### src/rtl/dsp_mac_pkg.sv
// rtl/dsp_mac_pkg.sv - shared constants for the parametrised MAC pipeline
package dsp_mac_pkg;

    localparam int OP_PRE_EN   = 0;
    localparam int OP_PRE_SUB  = 1;
    localparam int OP_ZSEL_LO  = 2;
    localparam int OP_ZSEL_HI  = 3;
    localparam int OP_POST_SUB = 4;

    localparam logic [1:0] Z_ZERO = 2'd0;
    localparam logic [1:0] Z_C    = 2'd1;
    localparam logic [1:0] Z_P    = 2'd2;

    localparam int LAT = 4;

endpackage

### src/rtl/dsp_mac_pipe_if.sv
// rtl/dsp_mac_pipe_if.sv - operand/result bundle of the MAC pipeline
interface dsp_mac_pipe_if #(
    parameter int AW = 18,
    parameter int BW = 18,
    parameter int PW = 48
);
    logic          CE;
    logic          CLR;
    logic          IN_VALID;
    logic [4:0]    OPMODE;
    logic [AW-1:0] A;
    logic [BW-1:0] B;
    logic [BW-1:0] D;
    logic [PW-1:0] C;
    logic          CARRYIN;
    logic [AW+BW-1:0] M;
    logic [PW-1:0] P;
    logic          CARRYOUT;
    logic          OUT_VALID;
    logic          OVF;

    modport master (
        output CE, CLR, IN_VALID, OPMODE, A, B, D, C, CARRYIN,
        input  M, P, CARRYOUT, OUT_VALID, OVF
    );

    modport slave (
        input  CE, CLR, IN_VALID, OPMODE, A, B, D, C, CARRYIN,
        output M, P, CARRYOUT, OUT_VALID, OVF
    );
endinterface

### src/rtl/dsp_post_add.sv
// rtl/dsp_post_add.sv - Z +/- (M + CARRYIN) with carry-out and optional saturation
module dsp_post_add #(
    parameter int PW     = 48,
    parameter int SAT_EN = 0
) (
    input  logic [PW-1:0] z,
    input  logic [PW-1:0] m,
    input  logic          cin,
    input  logic          sub,
    output logic [PW-1:0] p,
    output logic          carry,
    output logic          ovf
);
    logic signed [PW+1:0] ze;
    logic signed [PW+1:0] me;
    logic signed [PW+1:0] ce;
    logic signed [PW+1:0] sum;
    logic                 ovf_raw;
    logic [PW-1:0]        sat_val;

    always_comb begin
        ze  = {z[PW-1], z[PW-1], z};
        me  = {m[PW-1], m[PW-1], m};
        ce  = {{(PW+1){1'b0}}, cin};
        sum = sub ? (ze - (me + ce)) : (ze + me + ce);
    end

    // Exact signed result: overflow when the top three bits disagree.
    assign ovf_raw = !((sum[PW+1:PW-1] == 3'b000) || (sum[PW+1:PW-1] == 3'b111));
    // Unsigned bit PW differs from the signed result by the two operand sign bits.
    assign carry   = sum[PW] ^ z[PW-1] ^ m[PW-1];
    assign sat_val = sum[PW+1] ? {1'b1, {(PW-1){1'b0}}} : {1'b0, {(PW-1){1'b1}}};

    always_comb begin
        p   = sum[PW-1:0];
        ovf = 1'b0;
        if ((SAT_EN != 0) && ovf_raw) begin
            p   = sat_val;
            ovf = 1'b1;
        end
    end
endmodule

### src/rtl/dsp_mac_pipe.sv
// rtl/dsp_mac_pipe.sv - 4-stage valid-tagged pre-add/multiply/post-add MAC slice
module dsp_mac_pipe #(
    parameter int AW     = 18,
    parameter int BW     = 18,
    parameter int PW     = 48,
    parameter int SAT_EN = 0
) (
    input  logic           CLK,
    input  logic           RST,
    dsp_mac_pipe_if.slave  bus
);
    import dsp_mac_pkg::*;

    localparam int MW = AW + BW;

    if (PW < MW) begin : g_width_check
        $error("dsp_mac_pipe: PW must be at least AW+BW");
    end

    logic [AW-1:0] s1_a;
    logic [BW-1:0] s1_b, s1_d;
    logic [PW-1:0] s1_c;
    logic [4:0]    s1_op;
    logic          s1_cin, s1_v;

    logic [AW-1:0] s2_a;
    logic [BW-1:0] s2_pre;
    logic [PW-1:0] s2_c;
    logic [1:0]    s2_zsel;
    logic          s2_psub, s2_cin, s2_v;

    logic [PW-1:0] s3_c;
    logic [1:0]    s3_zsel;
    logic          s3_psub, s3_cin, s3_v;

    logic [MW-1:0] m_q;
    logic [PW-1:0] p_q;
    logic          co_q, ov_q, ovf_q;

    logic [BW-1:0] pre;
    logic [MW-1:0] prod;
    logic [PW-1:0] m_ext;
    logic [PW-1:0] z;
    logic [PW-1:0] pa_p;
    logic          pa_carry, pa_ovf;

    always_comb begin
        pre = s1_b;
        if (s1_op[OP_PRE_EN]) begin
            pre = s1_op[OP_PRE_SUB] ? (s1_d - s1_b) : (s1_d + s1_b);
        end
    end

    // Both factors widened to MW so the truncated product is the exact signed result.
    assign prod  = $signed({{BW{s2_a[AW-1]}}, s2_a}) * $signed({{AW{s2_pre[BW-1]}}, s2_pre});
    assign m_ext = PW'($signed(m_q));

    always_comb begin
        case (s3_zsel)
            Z_ZERO:  z = '0;
            Z_C:     z = s3_c;
            Z_P:     z = p_q;
            default: z = '0;
        endcase
    end

    dsp_post_add #(.PW(PW), .SAT_EN(SAT_EN)) u_post_add (
        .z     (z),
        .m     (m_ext),
        .cin   (s3_cin),
        .sub   (s3_psub),
        .p     (pa_p),
        .carry (pa_carry),
        .ovf   (pa_ovf)
    );

    always_ff @(posedge CLK or posedge RST) begin
        if (RST) begin
            s1_a <= '0; s1_b <= '0; s1_d <= '0; s1_c <= '0;
            s1_op <= '0; s1_cin <= 1'b0; s1_v <= 1'b0;
            s2_a <= '0; s2_pre <= '0; s2_c <= '0; s2_zsel <= '0;
            s2_psub <= 1'b0; s2_cin <= 1'b0; s2_v <= 1'b0;
            s3_c <= '0; s3_zsel <= '0; s3_psub <= 1'b0;
            s3_cin <= 1'b0; s3_v <= 1'b0;
            m_q <= '0; p_q <= '0; co_q <= 1'b0; ov_q <= 1'b0; ovf_q <= 1'b0;
        end else if (bus.CE) begin
            s1_a   <= bus.A;
            s1_b   <= bus.B;
            s1_d   <= bus.D;
            s1_c   <= bus.C;
            s1_op  <= bus.OPMODE;
            s1_cin <= bus.CARRYIN;
            s1_v   <= bus.IN_VALID;

            s2_a    <= s1_a;
            s2_pre  <= pre;
            s2_c    <= s1_c;
            s2_zsel <= s1_op[OP_ZSEL_HI:OP_ZSEL_LO];
            s2_psub <= s1_op[OP_POST_SUB];
            s2_cin  <= s1_cin;
            s2_v    <= s1_v;

            s3_c    <= s2_c;
            s3_zsel <= s2_zsel;
            s3_psub <= s2_psub;
            s3_cin  <= s2_cin;
            s3_v    <= s2_v;
            if (s2_v) begin
                m_q <= prod;
            end

            ov_q <= s3_v;
            if (bus.CLR) begin
                p_q   <= '0;
                ovf_q <= 1'b0;
            end else if (s3_v) begin
                p_q   <= pa_p;
                co_q  <= pa_carry;
                ovf_q <= ovf_q | pa_ovf;
            end
        end
    end

    assign bus.M         = m_q;
    assign bus.P         = p_q;
    assign bus.CARRYOUT  = co_q;
    assign bus.OUT_VALID = ov_q;
    assign bus.OVF       = ovf_q;
endmodule

### src/flat_wrapper.sv
// flat-port wrapper written by rule: the top's interface ports become plain ports
module dsp_mac_pipe_flat import dsp_mac_pkg::*;
#(
    parameter int AW     = 18,
    parameter int BW     = 18,
    parameter int PW     = 48,
    parameter int SAT_EN = 0
)
  (CLK, RST, bus_CE, bus_CLR, bus_IN_VALID, bus_OPMODE, bus_A, bus_B, bus_D, bus_C, bus_CARRYIN, bus_M, bus_P, bus_CARRYOUT, bus_OUT_VALID, bus_OVF);
  dsp_mac_pipe_if #(.AW(AW), .BW(BW), .PW(PW)) bus_i ();
  input  logic CLK;
  input  logic RST;
  input wire logic [$bits(bus_i.CE)-1:0] bus_CE;
  input wire logic [$bits(bus_i.CLR)-1:0] bus_CLR;
  input wire logic [$bits(bus_i.IN_VALID)-1:0] bus_IN_VALID;
  input wire logic [$bits(bus_i.OPMODE)-1:0] bus_OPMODE;
  input wire logic [$bits(bus_i.A)-1:0] bus_A;
  input wire logic [$bits(bus_i.B)-1:0] bus_B;
  input wire logic [$bits(bus_i.D)-1:0] bus_D;
  input wire logic [$bits(bus_i.C)-1:0] bus_C;
  input wire logic [$bits(bus_i.CARRYIN)-1:0] bus_CARRYIN;
  output wire logic [$bits(bus_i.M)-1:0] bus_M;
  output wire logic [$bits(bus_i.P)-1:0] bus_P;
  output wire logic [$bits(bus_i.CARRYOUT)-1:0] bus_CARRYOUT;
  output wire logic [$bits(bus_i.OUT_VALID)-1:0] bus_OUT_VALID;
  output wire logic [$bits(bus_i.OVF)-1:0] bus_OVF;
  assign bus_i.CE = bus_CE;
  assign bus_i.CLR = bus_CLR;
  assign bus_i.IN_VALID = bus_IN_VALID;
  assign bus_i.OPMODE = bus_OPMODE;
  assign bus_i.A = bus_A;
  assign bus_i.B = bus_B;
  assign bus_i.D = bus_D;
  assign bus_i.C = bus_C;
  assign bus_i.CARRYIN = bus_CARRYIN;
  assign bus_M = bus_i.M;
  assign bus_P = bus_i.P;
  assign bus_CARRYOUT = bus_i.CARRYOUT;
  assign bus_OUT_VALID = bus_i.OUT_VALID;
  assign bus_OVF = bus_i.OVF;
  dsp_mac_pipe #(.AW(AW), .BW(BW), .PW(PW), .SAT_EN(SAT_EN)) u_core (.CLK(CLK), .RST(RST), .bus(bus_i));
endmodule
### config.mk
export PLATFORM = sky130hd
export DESIGN_NAME = dsp_mac_pipe_flat
export DESIGN_NICKNAME = d
export VERILOG_FILES = /design/src/rtl/dsp_mac_pkg.sv /design/src/rtl/dsp_mac_pipe_if.sv /design/src/rtl/dsp_post_add.sv /design/src/rtl/dsp_mac_pipe.sv /design/src/flat_wrapper.sv
export SDC_FILE = /design/constraint.sdc
export NUM_CORES = 2
export LEC_CHECK = 0
export BUFFER_PORTS_ARGS = -buffer_cell sky130_fd_sc_hd__buf_2
export CORE_MARGIN = 3
export CORE_UTILIZATION = 50
export CTS_BUF_LIST = sky130_fd_sc_hd__clkbuf_8
export DETAILED_ROUTE_END_ITERATION = 12
export PLACE_DENSITY = 0.65
export SLEW_MARGIN = 5
export SYNTH_ARGS = -nofsm -noshare
export SYNTH_HDL_FRONTEND = slang
export SYNTH_SLANG_ARGS = --single-unit
### constraint.sdc
create_clock -name CLK -period 26.1 [get_ports CLK]
set_input_delay 1.305 -clock CLK [delete_from_list [all_inputs] [get_ports CLK]]
set_output_delay 1.305 -clock CLK [all_outputs]
set_load 0.02 [all_outputs]
==> impl_metrics.yaml <==
floorplan:
  die-area_um2: 68200
  die_height_um: 261
  die_w_um: 261
  initial_utilization: 0.511
  placementRows: 92
  ios: 200
  core_area_um2: 63800
routing:
  drc: 0
  dr.pass1.iters: 5
  wl_mm: 83.9
  ant_nets: 0
  vias_per_cell: 5.39
  routedWlPerCell_um: 19.0
  num_vias: 23700
  drt-initial-drc-count: 1698
timing:
  skew_ns: 0.0476
  finalMaxSlewViolations: 0
  hold_violations: 0
  relSlewSlack: 0.314
  setup_viol: 0
  rsz0062_at_grt: "no"
  setup_tns_ns: 0
  fmax_ghz: 0.137
  worst_pin_slew_ns: 1.03
  timing.final.crit_share: 0.279
  fin_crit_ns: 7.27
synthesis:
  yosysTopAreaCell: "dfrtp_1"
  synth_seq_cells: 337
  yosysSeqAreaShare: 0.259
  synth-edff-count: 0
  synth.avg_cell_area_um2: 9.63
  yosysWarningCount: 0
  ys.flop_type: "dfrtp_1"
  synth_top_family_by_area: "adder cells"
  synth-xor-area-share: 0.0425
  yosysMostFrequentCell: "inv_1"
  ys_types: 77
  synthCells: 3380
  synthArstFlopShare: 1.00
  muxShareOfSynthArea: 0.0852
  syn_nets: 4079
  synth_area_leaders: "dfrtp_1 (26%), fa_1 (21%), ha_1 (9.7%)"
  synth_area_um2: 32600
  yosys.area_share.adder: 0.302
  synth_compound_area_frac: 0.115
  synthTopCellsByCount: "inv_1 (538), dfrtp_1 (337), fa_1 (334)"
  synthDominantCellAreaShare: 0.259
  synth-simple-area-share: 0.117
critical_path:
  ff2ff_path_depth: 25
  critPathSlowestCell: "dfrtp_1"
  crit_fanout: 19
  r2r_end: "u_core.bus.M[34]$_DFFE_PP0P_"
  arrival_ns: 7.79
  cp_slowest_stage_delay_ns: 0.79
  critical-path-top-delay-family: "adder cells"
  timing.rr.start: "u_core.s2_pre[0]$_DFFE_PP0P_"
  worstSetupStartpointType: "register"
  critPathCaptureType: "register"
  r2r_slack_ns: 18.83
  worst_path_most_repeated_cell: "fa_1"
  crit_buf_inv: 5
  path_class: "register to register"
  critPathRequiredTime_ns: 26.62
clock_network:
  cts_sinks: 337
  worstSkewPairLatency_ns: 0.68
  postCtsSetupBuffers: 0
  path_clk_slew_ns: 0.06
  cts.root.buffer_cell: "clkbuf_8"
  post_cts_resized: 0
  cts_tree: "done"
  cts_buffers: 60
  ctsHoldBuffers: 0
  cts_buffer_depth: 3
  cts.htree.levels: 2
global_route:
  grt_pass1_wl_mm: 134
  overflow: 0
  grt_max_degree: 81
  track_usage: 0.250
  grt_pass1_vias: 24000
  antenna_found_initial: 2
placed_design:
  hpwl_mm: 65.6
  port_buffers: 198
  gp_congestion: 0.902
cells_and_area:
  area_growth_pct: 9.26
  drive_gt1_frac: 0.172
  final_nets: 4210
  nFillCells: 5847
  postLayoutCoreUtil: 0.558
min_path:
  hold_depth: 1
  holdPathEnd: "u_core.s3_c[20]$_DFFE_PP0P_"
  worstHoldStart: "u_core.s2_c[20]$_DFFE_PP0P_"
  hold_class: "register to register"
run_status:
  status: "finished, final reports clean"
flow_run:
  max-cap-violations: 0
state kept, by name, indices dropped and copies added (netlist names), 2 cells and up:
| signal | cells |
|---|---|
| u_core.s3_zsel | 2 |
| u_core.bus.M | 36 |
| u_core.s1_c | 48 |
| u_core.s1_op | 5 |
| u_core.s1_a | 18 |
| u_core.bus.P | 48 |
| u_core.s2_zsel | 2 |
| u_core.s1_b | 18 |
| u_core.s3_c | 48 |
| u_core.s2_a | 18 |
| u_core.s2_c | 48 |
| u_core.s1_d | 18 |
| u_core.s2_pre | 18 |
layout make-up:
class	count	area, um2	share of cell area
antenna	1	2.50	0.0000703
tap	846	1060	0.0298
clock buffer	79	1090	0.0306
sequential	337	8430	0.237
timing repair buffer	218	1150	0.0324
inverter	538	2030	0.0570
multi-input combinational	2356	21600	0.606
clock inverter	30	253	0.00710
kinds of logic (layout without fill, tap and decap cells):
logic type,after synthesis,count (layout)
xor gates and xnor gates,158,158
muxes,248,248
and+or+nand+nor,784,784
other,1,2
buffers and inverters,687,865
AOI/OAI and AO/OA,579,579
adders and majority gates,586,586
DFF,337,337
worst reg2reg max path, stage by stage (launching register included):
cell	delay [ns]
dfrtp_1	0.79
nand2_1	0.19
fa_1	0.52
inv_1	0.05
fa_1	0.49
inv_1	0.05
fa_1	0.46
fa_1	0.55
inv_1	0.08
fa_1	0.53
inv_1	0.05
fa_1	0.47
inv_1	0.05
ha_1	0.33
nand3_1	0.16
nor2_1	0.07
a221oi_1	0.28
nor2b_1	0.12
o31a_1	0.37
o41ai_1	0.41
o21ai_0	0.21
o31ai_1	0.28
nor2b_1	0.24
o21ai_0	0.14
xnor2_1	0.13
o21ai_0	0.09
layer usage:
metal | wire [um] | GRT usage
met5 | 0 | 0
met3 | 5840 | 0.0498
met2 | 36400 | 0.380
met4 | 2300 | 0.0681
met1 | 39300 | 0.365
placed cells by master, fill, tap and decap left out, drive strengths merged, types with 19 or more instances in the layout:
master / count
a21o: 41
a21oi: 162
a22oi: 62
a31oi: 19
and2: 167
buf: 218
clkbuf: 79
dfrtp: 337
fa: 334
ha: 252
inv: 554
mux2: 232
nand2: 279
nand2b: 23
nand3: 24
nor2: 141
nor3: 35
o21ai: 146
o21bai: 27
or2: 47
xnor2: 120
xor2: 38
worst max path at each step:
stage / start / endpoint / slack, ns / cells past startpoint
floorplan: RST / u_core.bus.CARRYOUT$_DFFE_PP0P_ / 15.46 / 1
global placement: u_core.s2_a[10]$_DFFE_PP0P_ / u_core.bus.M[34]$_DFFE_PP0P_ / 18.98 / 23
detailed placement: u_core.s2_a[7]$_DFFE_PP0P_ / u_core.bus.M[34]$_DFFE_PP0P_ / 18.82 / 25
CTS: u_core.s2_a[7]$_DFFE_PP0P_ / u_core.bus.M[34]$_DFFE_PP0P_ / 18.79 / 25
global route: u_core.s2_a[12]$_DFFE_PP0P_ / u_core.bus.M[34]$_DFFE_PP0P_ / 18.26 / 23
finish: u_core.s2_pre[0]$_DFFE_PP0P_ / u_core.bus.M[34]$_DFFE_PP0P_ / 18.83 / 25
metrics by stage:
stage	area, um2	setup slack, ns	hold slack [ns]	cells
floorplan	32600	15.46	0.449	3380
global placement	34200	18.98	0.471	4295
detailed placement	34200	18.82	0.479	4295
CTS	35600	18.79	0.488	4404
global route	35600	18.26	0.508	4405
finish	35600	18.83	0.477	4405
Power is not shown: default switching activity piles up to over one toggle a cycle in this logic, so the estimate is an artifact.
